$ cat src/rtl/int_ctrl_pkg.sv
// Shared types and constants for the CP0-side interrupt controller.
package int_ctrl_pkg;

    localparam int unsigned NUM_IRQ_DEFAULT = 6;
    localparam int unsigned ADDR_W          = 2;
    localparam int unsigned DATA_W          = 32;
    localparam int unsigned ID_W            = 3;

    localparam logic [DATA_W-1:0] CTRL_ID_DEFAULT = 32'h494E5401;

    localparam logic [ADDR_W-1:0] ADDR_MASK = 2'd0;
    localparam logic [ADDR_W-1:0] ADDR_EDGE = 2'd1;
    localparam logic [ADDR_W-1:0] ADDR_PEND = 2'd2;
    localparam logic [ADDR_W-1:0] ADDR_ID   = 2'd3;

    typedef enum logic [1:0] {
        ST_IDLE    = 2'd0,
        ST_ASSERT  = 2'd1,
        ST_SERVICE = 2'd2,
        ST_HOLDOFF = 2'd3
    } state_e;

endpackage

$ cat src/rtl/int_ctrl_if.sv
// Config side-bus and CP0 handshake signals of the interrupt controller.
interface int_ctrl_if #(
    parameter int unsigned NUM_IRQ = int_ctrl_pkg::NUM_IRQ_DEFAULT
);
    import int_ctrl_pkg::*;

    logic                i_cfg_we;
    logic [ADDR_W-1:0]   i_cfg_addr;
    logic [DATA_W-1:0]   i_cfg_wdata;
    logic [DATA_W-1:0]   o_cfg_rdata;
    logic                i_answer_exc;
    logic                i_is_eret;
    logic [NUM_IRQ-1:0]  o_int;
    logic                o_busy;
    logic [ID_W-1:0]     o_irq_id;

    modport master (
        output i_cfg_we, i_cfg_addr, i_cfg_wdata, i_answer_exc, i_is_eret,
        input  o_cfg_rdata, o_int, o_busy, o_irq_id
    );

    modport slave (
        input  i_cfg_we, i_cfg_addr, i_cfg_wdata, i_answer_exc, i_is_eret,
        output o_cfg_rdata, o_int, o_busy, o_irq_id
    );

endinterface

$ cat src/rtl/int_src_cond.sv
// One interrupt line: optional 2-flop synchronizer (INT_CTRL_SYNC_EN), edge detect, pending bit.
module int_src_cond (
    input  logic clk,
    input  logic resetn,
    input  logic i_irq,
    input  logic i_bypass,
    input  logic i_edge,
    input  logic i_clr,
    output logic o_pending
);

    logic irq_s;
    logic src;
    logic prev_q;

`ifdef INT_CTRL_SYNC_EN
    logic sync1_q;
    logic sync2_q;

    always_ff @(posedge clk or negedge resetn) begin
        if (!resetn) begin
            sync1_q <= 1'b0;
            sync2_q <= 1'b0;
        end else begin
            sync1_q <= i_irq;
            sync2_q <= sync1_q;
        end
    end

    assign irq_s = sync2_q;
`else
    assign irq_s = i_irq;
`endif

    // The bypass input (timer) joins after the synchronizer.
    assign src = irq_s | i_bypass;

    // A new rising edge beats a simultaneous clear.
    always_ff @(posedge clk or negedge resetn) begin
        if (!resetn) begin
            prev_q    <= 1'b0;
            o_pending <= 1'b0;
        end else begin
            prev_q <= src;
            if (i_edge) o_pending <= (src & ~prev_q) | (o_pending & ~i_clr);
            else        o_pending <= src;
        end
    end

endmodule

$ cat src/rtl/int_ctrl.sv
// Interrupt controller in front of CP0: latch, mask, prioritise, present one line until answered.
// Build option INT_CTRL_SYNC_EN adds a 2-flop synchronizer on every i_irq bit.
module int_ctrl
    import int_ctrl_pkg::*;
#(
    parameter int unsigned       NUM_IRQ = NUM_IRQ_DEFAULT,
    parameter logic [DATA_W-1:0] CTRL_ID = CTRL_ID_DEFAULT
) (
    input  logic               clk,
    input  logic               resetn,
    input  logic [NUM_IRQ-1:0] i_irq,
    input  logic               i_timer_int,
    int_ctrl_if.slave          cp0
);

    state_e             state_q, state_d;
    logic [ID_W-1:0]    id_q, id_d, win_id;
    logic [NUM_IRQ-1:0] int_q, int_d;
    logic [NUM_IRQ-1:0] mask_q, edge_q, pending, eligible, bypass, w1c, clr;
    logic               win_any, accept;
    logic               unused_wdata;

    assign bypass       = {i_timer_int, {(NUM_IRQ-1){1'b0}}};
    assign eligible     = pending & mask_q;
    assign unused_wdata = ^cp0.i_cfg_wdata[DATA_W-1:NUM_IRQ];
    assign w1c = (cp0.i_cfg_we && cp0.i_cfg_addr == ADDR_PEND) ?
                 cp0.i_cfg_wdata[NUM_IRQ-1:0] : '0;

    for (genvar g = 0; g < NUM_IRQ; g++) begin : g_line
        int_src_cond u_cond (
            .clk       (clk),
            .resetn    (resetn),
            .i_irq     (i_irq[g]),
            .i_bypass  (bypass[g]),
            .i_edge    (edge_q[g]),
            .i_clr     (clr[g]),
            .o_pending (pending[g])
        );
    end

    // Highest eligible index wins, so the timer line goes first.
    always_comb begin
        win_any = |eligible;
        win_id  = '0;
        for (int i = 0; i < NUM_IRQ; i++) begin
            if (eligible[i]) win_id = ID_W'(i);
        end
    end

    always_comb begin
        clr = w1c;
        if (accept) clr[id_q] = 1'b1;
    end

    always_comb begin
        state_d = state_q;
        id_d    = id_q;
        accept  = 1'b0;
        case (state_q)
            ST_IDLE: begin
                if (win_any) begin
                    id_d    = win_id;
                    state_d = ST_ASSERT;
                end
            end
            // CP0 answering wins over a request withdrawn in the same cycle.
            ST_ASSERT: begin
                if (cp0.i_answer_exc) begin
                    accept  = 1'b1;
                    state_d = ST_SERVICE;
                end else if (!eligible[id_q]) begin
                    state_d = ST_IDLE;
                end
            end
            ST_SERVICE: if (cp0.i_is_eret) state_d = ST_HOLDOFF;
            ST_HOLDOFF: state_d = ST_IDLE;
            default:    state_d = ST_IDLE;
        endcase
        int_d = (state_d == ST_ASSERT) ? (NUM_IRQ'(1) << id_d) : '0;
    end

    always_ff @(posedge clk or negedge resetn) begin
        if (!resetn) begin
            state_q <= ST_IDLE;
            id_q    <= '0;
            int_q   <= '0;
        end else begin
            state_q <= state_d;
            id_q    <= id_d;
            int_q   <= int_d;
        end
    end

    always_ff @(posedge clk or negedge resetn) begin
        if (!resetn) begin
            mask_q <= '0;
            edge_q <= '0;
        end else if (cp0.i_cfg_we) begin
            if (cp0.i_cfg_addr == ADDR_MASK) mask_q <= cp0.i_cfg_wdata[NUM_IRQ-1:0];
            if (cp0.i_cfg_addr == ADDR_EDGE) edge_q <= cp0.i_cfg_wdata[NUM_IRQ-1:0];
        end
    end

    always_comb begin
        cp0.o_cfg_rdata = '0;
        case (cp0.i_cfg_addr)
            ADDR_MASK: cp0.o_cfg_rdata = DATA_W'(mask_q);
            ADDR_EDGE: cp0.o_cfg_rdata = DATA_W'(edge_q);
            ADDR_PEND: cp0.o_cfg_rdata = DATA_W'(pending);
            ADDR_ID:   cp0.o_cfg_rdata = CTRL_ID;
            default:   cp0.o_cfg_rdata = '0;
        endcase
    end

    assign cp0.o_int    = int_q;
    assign cp0.o_busy   = (state_q != ST_IDLE);
    assign cp0.o_irq_id = id_q;

endmodule

$ cat src/flat_wrapper.sv
// flat-port wrapper written by rule: the top's interface ports become plain ports
module int_ctrl_flat import int_ctrl_pkg::*;
#(
    parameter int unsigned       NUM_IRQ = NUM_IRQ_DEFAULT,
    parameter logic [DATA_W-1:0] CTRL_ID = CTRL_ID_DEFAULT
)
  (clk, resetn, i_irq, i_timer_int, cp0_i_cfg_we, cp0_i_cfg_addr, cp0_i_cfg_wdata, cp0_i_answer_exc, cp0_i_is_eret, cp0_o_cfg_rdata, cp0_o_int, cp0_o_busy, cp0_o_irq_id);
  int_ctrl_if #(.NUM_IRQ(NUM_IRQ)) cp0_i ();
  input  logic clk;
  input  logic resetn;
  input  logic [NUM_IRQ-1:0] i_irq;
  input  logic i_timer_int;
  input wire logic [$bits(cp0_i.i_cfg_we)-1:0] cp0_i_cfg_we;
  input wire logic [$bits(cp0_i.i_cfg_addr)-1:0] cp0_i_cfg_addr;
  input wire logic [$bits(cp0_i.i_cfg_wdata)-1:0] cp0_i_cfg_wdata;
  input wire logic [$bits(cp0_i.i_answer_exc)-1:0] cp0_i_answer_exc;
  input wire logic [$bits(cp0_i.i_is_eret)-1:0] cp0_i_is_eret;
  output wire logic [$bits(cp0_i.o_cfg_rdata)-1:0] cp0_o_cfg_rdata;
  output wire logic [$bits(cp0_i.o_int)-1:0] cp0_o_int;
  output wire logic [$bits(cp0_i.o_busy)-1:0] cp0_o_busy;
  output wire logic [$bits(cp0_i.o_irq_id)-1:0] cp0_o_irq_id;
  assign cp0_i.i_cfg_we = cp0_i_cfg_we;
  assign cp0_i.i_cfg_addr = cp0_i_cfg_addr;
  assign cp0_i.i_cfg_wdata = cp0_i_cfg_wdata;
  assign cp0_i.i_answer_exc = cp0_i_answer_exc;
  assign cp0_i.i_is_eret = cp0_i_is_eret;
  assign cp0_o_cfg_rdata = cp0_i.o_cfg_rdata;
  assign cp0_o_int = cp0_i.o_int;
  assign cp0_o_busy = cp0_i.o_busy;
  assign cp0_o_irq_id = cp0_i.o_irq_id;
  int_ctrl #(.NUM_IRQ(NUM_IRQ), .CTRL_ID(CTRL_ID)) u_core (.clk(clk), .resetn(resetn), .i_irq(i_irq), .i_timer_int(i_timer_int), .cp0(cp0_i));
endmodule
$ cat config.mk
export PLATFORM = sky130hd
export DESIGN_NAME = int_ctrl_flat
export DESIGN_NICKNAME = d
export VERILOG_FILES = /design/src/rtl/int_ctrl_pkg.sv /design/src/rtl/int_ctrl_if.sv /design/src/rtl/int_src_cond.sv /design/src/rtl/int_ctrl.sv /design/src/flat_wrapper.sv
export SDC_FILE = /design/constraint.sdc
export NUM_CORES = 1
export LEC_CHECK = 0
export CORE_MARGIN = 4
export CORE_UTILIZATION = 51
export CTS_CLUSTER_SIZE = 30
export DETAILED_ROUTE_END_ITERATION = 7
export DONT_BUFFER_PORTS = 1
export GPL_ROUTABILITY_DRIVEN = 0
export PLACE_DENSITY = 0.64
export SYNTH_ARGS = -nofsm -noshare
export SYNTH_HDL_FRONTEND = slang
export SYNTH_HIERARCHICAL = 1
export SYNTH_SLANG_ARGS = --single-unit
$ cat constraint.sdc
create_clock -name clk -period 1.95 [get_ports clk]
set_input_delay 0.39 -clock clk [delete_from_list [all_inputs] [get_ports clk]]
set_output_delay 0.39 -clock clk [all_outputs]
set_load 0.01 [all_outputs]
# --- Word level (Yosys, flattened, before mapping) ---
# Index checks and enable logic that the tools add are counted.
# Widths: inputs -> output; s select.
op_classes:
  order_cmp: 2
  n_eq_ne: 7
  shift: 1
  mux: 28
  bitwise_logic: 33
  reduce_logical: 8
op_table:
  columns: ["operator", "n"]
  rows:
  - ["$pmux 32 s4", 1]
  - ["$mux 3", 6]
  - ["$mux 6", 3]
  - ["$and 1x1->1", 12]
  - ["$not 1->1", 12]
  - ["$mux 1", 11]
  - ["$eq 2x2->1 const B", 4]
  - ["$mux 2", 4]
  - ["$pmux 2 s4", 1]
  - ["$or 1x1->1", 7]
  - ["$and 6x6->6", 1]
  - ["$eq 2x1->1 const B", 3]
  - ["$or 6x6->6", 1]
  - ["$reduce_or 6->1", 1]
  - ["$shl 1x3->6 const A", 1]
  - ["$logic_not 2->1", 2]
  - ["$lt 3x4->1 const B", 1]
  - ["$reduce_and 2->1", 2]
  - ["$bmux 1 s3", 1]
  - ["$demux 1 s3", 1]
  - ["$ge 3x1->1 const B", 1]
  - ["$logic_and 1x1->1", 2]
  - ["$reduce_bool 2->1", 1]
totals:
  register_bits: 35
  in_bits: 46
  output_inout_bits: 42
  elab_cells: 96

# --- Logic depth before layout (Yosys ltp) ---
# Gate-level depths: netlist of the first run.
logic_depth:
  ltp_word: 10
  ltp_mapped: 7
  mapped_depth_nobuf: 6

# --- Hierarchy ---
# Netlist of the first run, hierarchy kept.
modules_own_cells:
  columns: ["mod", "instances", "cells_per_inst", "area_per_inst_um2", "seq_area_each_um2"]
  rows:
  - ["int_ctrl", 1, 154, 1501.4, 575.6]
  - ["int_src_cond", 6, 6, 76.3, 50.0]

# --- Worst setup path after synthesis of the first run ---
# No wires, ideal clock.
synth_timing:
  kind: "register -> register"
  startpoint: "reg u_core.g_line[2].u_cond.o_pending"
  endpoint: "reg u_core.int_q[1] (netlist: u_core/cp0.o_int[1])"
  setup_time_ns: 0.135
  t_arrival_ns: 1.443
  t_required_ns: 1.815
  slack_ns: 0.371
  stages_incl_launch_ff: 5
  n_path_buf: 0
  period_less_slack_ns: 1.579
  cell_sequence: "dfrtp_1 a22o_1 or3_4 a221oi_4 nor3_1"
synth_between:
  elab_chain_len: 9
  word_cells_on_any_way: 17
  classes_between: "eq/ne: 1; shift: 1; mux: 13; bitwise: 1; reduce/logical: 1"
synth_lines:
  columns: ["element", "line", "text"]
  rows:
  - ["from (decl)", "int_src_cond.sv:9", "output logic o_pending"]
  - ["from (signal assigned)", "int_src_cond.sv:45", "if (i_edge) o_pending <= (src & ~prev_q) | (o_pending & ~i_clr);"]
  - ["from (signal assigned)", "int_src_cond.sv:46", "else o_pending <= src;"]
  - ["$and 6x6->6 (*)", "int_ctrl.sv:24", "assign eligible = pending & mask_q;"]
  - ["branches (longest 7 deep; another with $pmux 2 s4)", null, null]
  - ["$mux 6 (*)", "int_ctrl.sv:79", "int_d = (state_d == ST_ASSERT) ? (NUM_IRQ'(1) << id_d) : '0;"]
  - ["via u_core.int_d[1]", "int_ctrl.sv:18", "logic [NUM_IRQ-1:0] int_q, int_d;"]
  - ["to (signal assigned)", "int_ctrl.sv:90", "int_q <= int_d;"]
  - ["to (decl)", "int_ctrl.sv:18", null]
# Mark *: on every way through the listed nets, which the timed path passes. The select of a mux whose other input is x is not followed.
# A chain may end at the register's enable or synchronous reset.

# --- Worst setup path in the final report of the first run ---
layout_timing:
  startpoint: "reg u_core.mask_q[4]"
  endpoint: "reg u_core.int_q[1] (netlist: u_core/cp0.o_int[1])"
layout_between:
  elab_chain_len: 8
  word_cells_on_any_way: 15
  classes_between: "eq/ne: 1; shift: 1; mux: 11; bitwise: 1; reduce/logical: 1"
layout_lines:
  columns: ["element", "line", "text"]
  rows:
  - ["from (decl)", "int_ctrl.sv:19", "logic [NUM_IRQ-1:0] mask_q, edge_q, pending, eligible, bypass, w1c, clr;"]
  - ["from (signal assigned)", "int_ctrl.sv:99", "if (cp0.i_cfg_addr == ADDR_MASK) mask_q <= cp0.i_cfg_wdata[NUM_IRQ-1:0];"]
  - ["$and 6x6->6 (*)", "int_ctrl.sv:24", null]
  - ["$bmux 1 s3", "int_ctrl.sv:71", "end else if (!eligible[id_q]) begin"]
  - ["$mux 1 (not written as such)", "int_ctrl.sv:71", null]
  - ["$mux 2", "int_ctrl.sv:71", null]
  - ["$mux 2", "int_ctrl.sv:68", "if (cp0.i_answer_exc) begin"]
  - ["$pmux 2 s4", "int_ctrl.sv:59", "case (state_q)"]
  - ["$eq 2x1->1", "int_ctrl.sv:79", null]
  - ["$mux 6 (*)", "int_ctrl.sv:79", null]
  - ["via u_core.int_d[1]", "int_ctrl.sv:18", null]
# Mark *: on every way through the listed nets, which the timed path passes. The rest lies on a longest branch. The select of a mux whose other input is x is not followed.

==> results of run 1 <==
## power by group through the flow
| stage | Combinational [W] | Sequential, W | Clock, W |
|---|---|---|---|
| detailed placement | 0.000829 | 0.00116 | 0 |
| global route | 0.000955 | 0.00118 | 0.000545 |
| floorplan | 0.000750 | 0.00109 | 0 |
| CTS | 0.000851 | 0.00115 | 0.000508 |
| finish | 0.000845 | 0.00115 | 0.000490 |
| global placement | 0.000809 | 0.00115 | 0 |
## final cells by class
| class | instances | share of cell area, % |
|---|---|---|
| clock inverters | 1 | 0.248 |
| flip-flops and latches | 35 | 43.3 |
| clock buffers | 7 | 3.78 |
| multi-input cells | 134 | 44.8 |
| inverters | 12 | 2.23 |
| well taps | 48 | 2.97 |
| repair buffers | 5 | 2.60 |
## routing by layer
| metal | share of wire [%] | wire, um | global-route usage (%) |
|---|---|---|---|
| met5 | 0 | 0 | 0 |
| met4 | 0.51 | 19 | 5.11 |
| met1 | 42 | 1570 | 20.5 |
| met3 | 9.4 | 351 | 6.33 |
| met2 | 48 | 1780 | 25.7 |
## final timing paths
kind	start	to	slack (ps)	cells after the start
max in group asynchronous	resetn	u_core/mask_q[4]	1200	2
max	u_core/mask_q[4]	u_core/cp0.o_int[1]	270	4
min	i_irq[1]	u_core/g_line[1].u_cond/prev_q	230	1
min reg2reg	u_core/g_line[4].u_cond/prev_q	u_core/g_line[4].u_cond/o_pending	550	2
min in group asynchronous	resetn	u_core/cp0.o_irq_id[2]	570	2
max reg2reg	u_core/mask_q[4]	u_core/cp0.o_int[1]	270	4
## cell families (layout without fill, tap and decap cells)
group                  Yosys count  count (layout)  share of synthesized area [%]
other                            1              21                          0.191
AOI/OAI and AO/OA               39              39                           16.3
buffers and inverters           41              25                           12.9
muxes                           17              17                           9.45
and+or+nand+nor                 57              57                           16.4
DFF                             35              35                           44.7
## stage by stage
stage               setup WS (ps)  util (%)  cells  power (W)
floorplan                     371         -    210    0.00184
global placement              275      51.8    232    0.00196
detailed placement            267      51.8    232    0.00199
CTS                           256      54.8    242    0.00251
global route                 99.6      54.8    242    0.00268
finish                        266      54.8    242    0.00249
## flip-flops by register name, summed over array words and instances (netlist names)
signal and cells:
u_core/mask_q 6, u_core/cp0.o_int 6, u_core/edge_q 6, u_core/state_q 2, u_core/g_line.u_cond/prev_q 6, u_core/g_line.u_cond/o_pending 6, u_core/cp0.o_irq_id 3
## worst max-delay path, cell delays in order, from the launching register on
cell                       delay [ps]
sky130_fd_sc_hd__dfrtp_1          410
sky130_fd_sc_hd__a22o_1           300
sky130_fd_sc_hd__or3_4            400
sky130_fd_sc_hd__a221oi_4         350
sky130_fd_sc_hd__nor3_1           100
## cells in the mapped netlist (all sizes together) (2+ instances only)
cell type	count
a211oi	2
a21oi	2
a221oi	3
a22o	7
a32o	8
and2	3
buf	29
dfrtp	35
inv	12
mux2	12
mux2i	5
nand2	22
nand2b	3
nand3	2
nor2	5
nor2b	2
nor3	8
o21ai	10
o31ai	2
or2	6
==> out/qor.txt, run 1 <==
Outcome: finished, final reports clean
Total via count after detailed routing: 1362
Worst setup SP type: register
Quantity of I/O buffers inserted on ports: 0
Overflow left after global routing: 0
Worst min path class: input pin to register
Number of primary I/O pins: 88
Top flip-flop cell by instance count after synthesis: sky130_fd_sc_hd__dfrtp_1
Power per Cell Area: 1230 nW/um2
H-tree depth: 2
Switching Fraction: 38.5%
Initial standard-cell utilization of the core: 53.1%
Via density: 5.63
Maximum capacitance violations: 0
Most area-hungry cell type in the Yosys netlist: sky130_fd_sc_hd__dfrtp_1
Clock Latency Late Sink: 280 ps
Number of global-route vias before repair: 1308
Total global routing track utilization: 16.3%
Die X-Extent: 70.0 um
Number of buffers created by CTS: 5
Most common cell after layout, fill and taps aside: sky130_fd_sc_hd__dfrtp_1
Worst VDD drop: 0.561 mV
Sequential share of power: 46.3%
Cell count after synthesis: 190
Internal power consumption: 0.00153 W
Cell types occupying the most area after synthesis: sky130_fd_sc_hd__dfrtp_1 (45%), sky130_fd_sc_hd__buf_4 (9.6%), sky130_fd_sc_hd__mux2_2 (6.9%)
DIE HEIGHT: 70.0 um
Sequential-to-total area share from yosys stat: 44.7%
Area of the die: 4900 um2
CTS clock-pin slew for the worst setup and hold paths: 70 ps
Setup Buffers After CTS: 0
EDFF count, synth: 0
Final hold vios: 0
Total non-filler cell area in the finished layout: 2020 um2
Portion of synthesized cell area occupied by the leading cell type: 44.7%
Clock power frac: 19.7%
Wire length of the first global-routing pass: 6330 um
CORE AREA: 3690 um2
Register bit count reported by yosys: 35
Normalized max-slew margin: 66.2%
Number of core rows: 22
Hold-fix buffers, CTS: 2
Synthesis Warnings: 6
Sequential cell area: 876 um2
CTS tree: done
Fin crit share: 86.3%
Cell area after placement: 1910 um2
Path type of the worst setup path: register to register
Clock net sink count: 35
TNS Setup: 0 ps
Clock tree root driver cell: sky130_fd_sc_hd__clkbuf_8
Total setup violations reported at the end of the flow: 0
Unrepaired setup endpoints after global routing: false
Antenna violations before repair: 0
Switching power total: 0.000958 W
Total DRC errors in the routed layout: 0
Skew final: 7.10 ps
Maximum number of pins on one net before global-route repair: 36
Average routed wire per standard cell: 15.4 um
Post-layout net count: 239
Achievable frequency: 594 MHz
Count of cell types in the netlist: 39
Worst slew pin tran: 504 ps
Worst hold margin: 228 ps
Critical Path Sink Type: register
TritonRoute pass-1 iters: 4
Final-layout fill cell count: 339
Diodes inserted: 0
Area Overhead vs Synth: 3.13%
Post-Synthesis Mean Instance Area: 10.3 um2
Leakage: 0.884 nW
DRC violation total after the first TritonRoute iteration: 66
Total half-perimeter wirelength after legalization and detailed placement: 2800 um
Fraction of final layout cells with drive strength greater than 1: 18.6%
Area of combinational cells with multiple inputs: 906 um2
Post-DRT Antenna Nets: 0
Worst path arrival time: 1840 ps
Share of synthesized flip-flops with an asynchronous set or reset: 100%
Highest net fanout along the worst path: 6
Number of resized instances in the post-cts repair step: 0
Post-route minimum period: 1680 ps
Summed instance area of the synthesized netlist: 1960 um2
CP Data Required Time: 2100 ps
Comb pwr share: 34.0%
Maximum clock insertion buffer count: 2
Most used cells in the layout excluding fill and tap cells: sky130_fd_sc_hd__dfrtp_1 (35), sky130_fd_sc_hd__nand2_1 (22), sky130_fd_sc_hd__conb_1 (21)
Max-slew violation count: 0
Total length of routed wires: 3720 um
Power figures use the tool's default switching activity.
==> inputs of run 2 (changes only) <==
--- a/config.mk
+++ b/config.mk
@@ -12,6 +12,7 @@
 export DONT_BUFFER_PORTS = 1
 export GPL_ROUTABILITY_DRIVEN = 0
 export PLACE_DENSITY = 0.64
+export SETUP_SLACK_MARGIN = 0.05
 export SYNTH_ARGS = -nofsm -noshare
 export SYNTH_HDL_FRONTEND = slang
 export SYNTH_HIERARCHICAL = 1
==> results of run 2 <==
Final layout, timing and power as in run 1 (identical DEF).
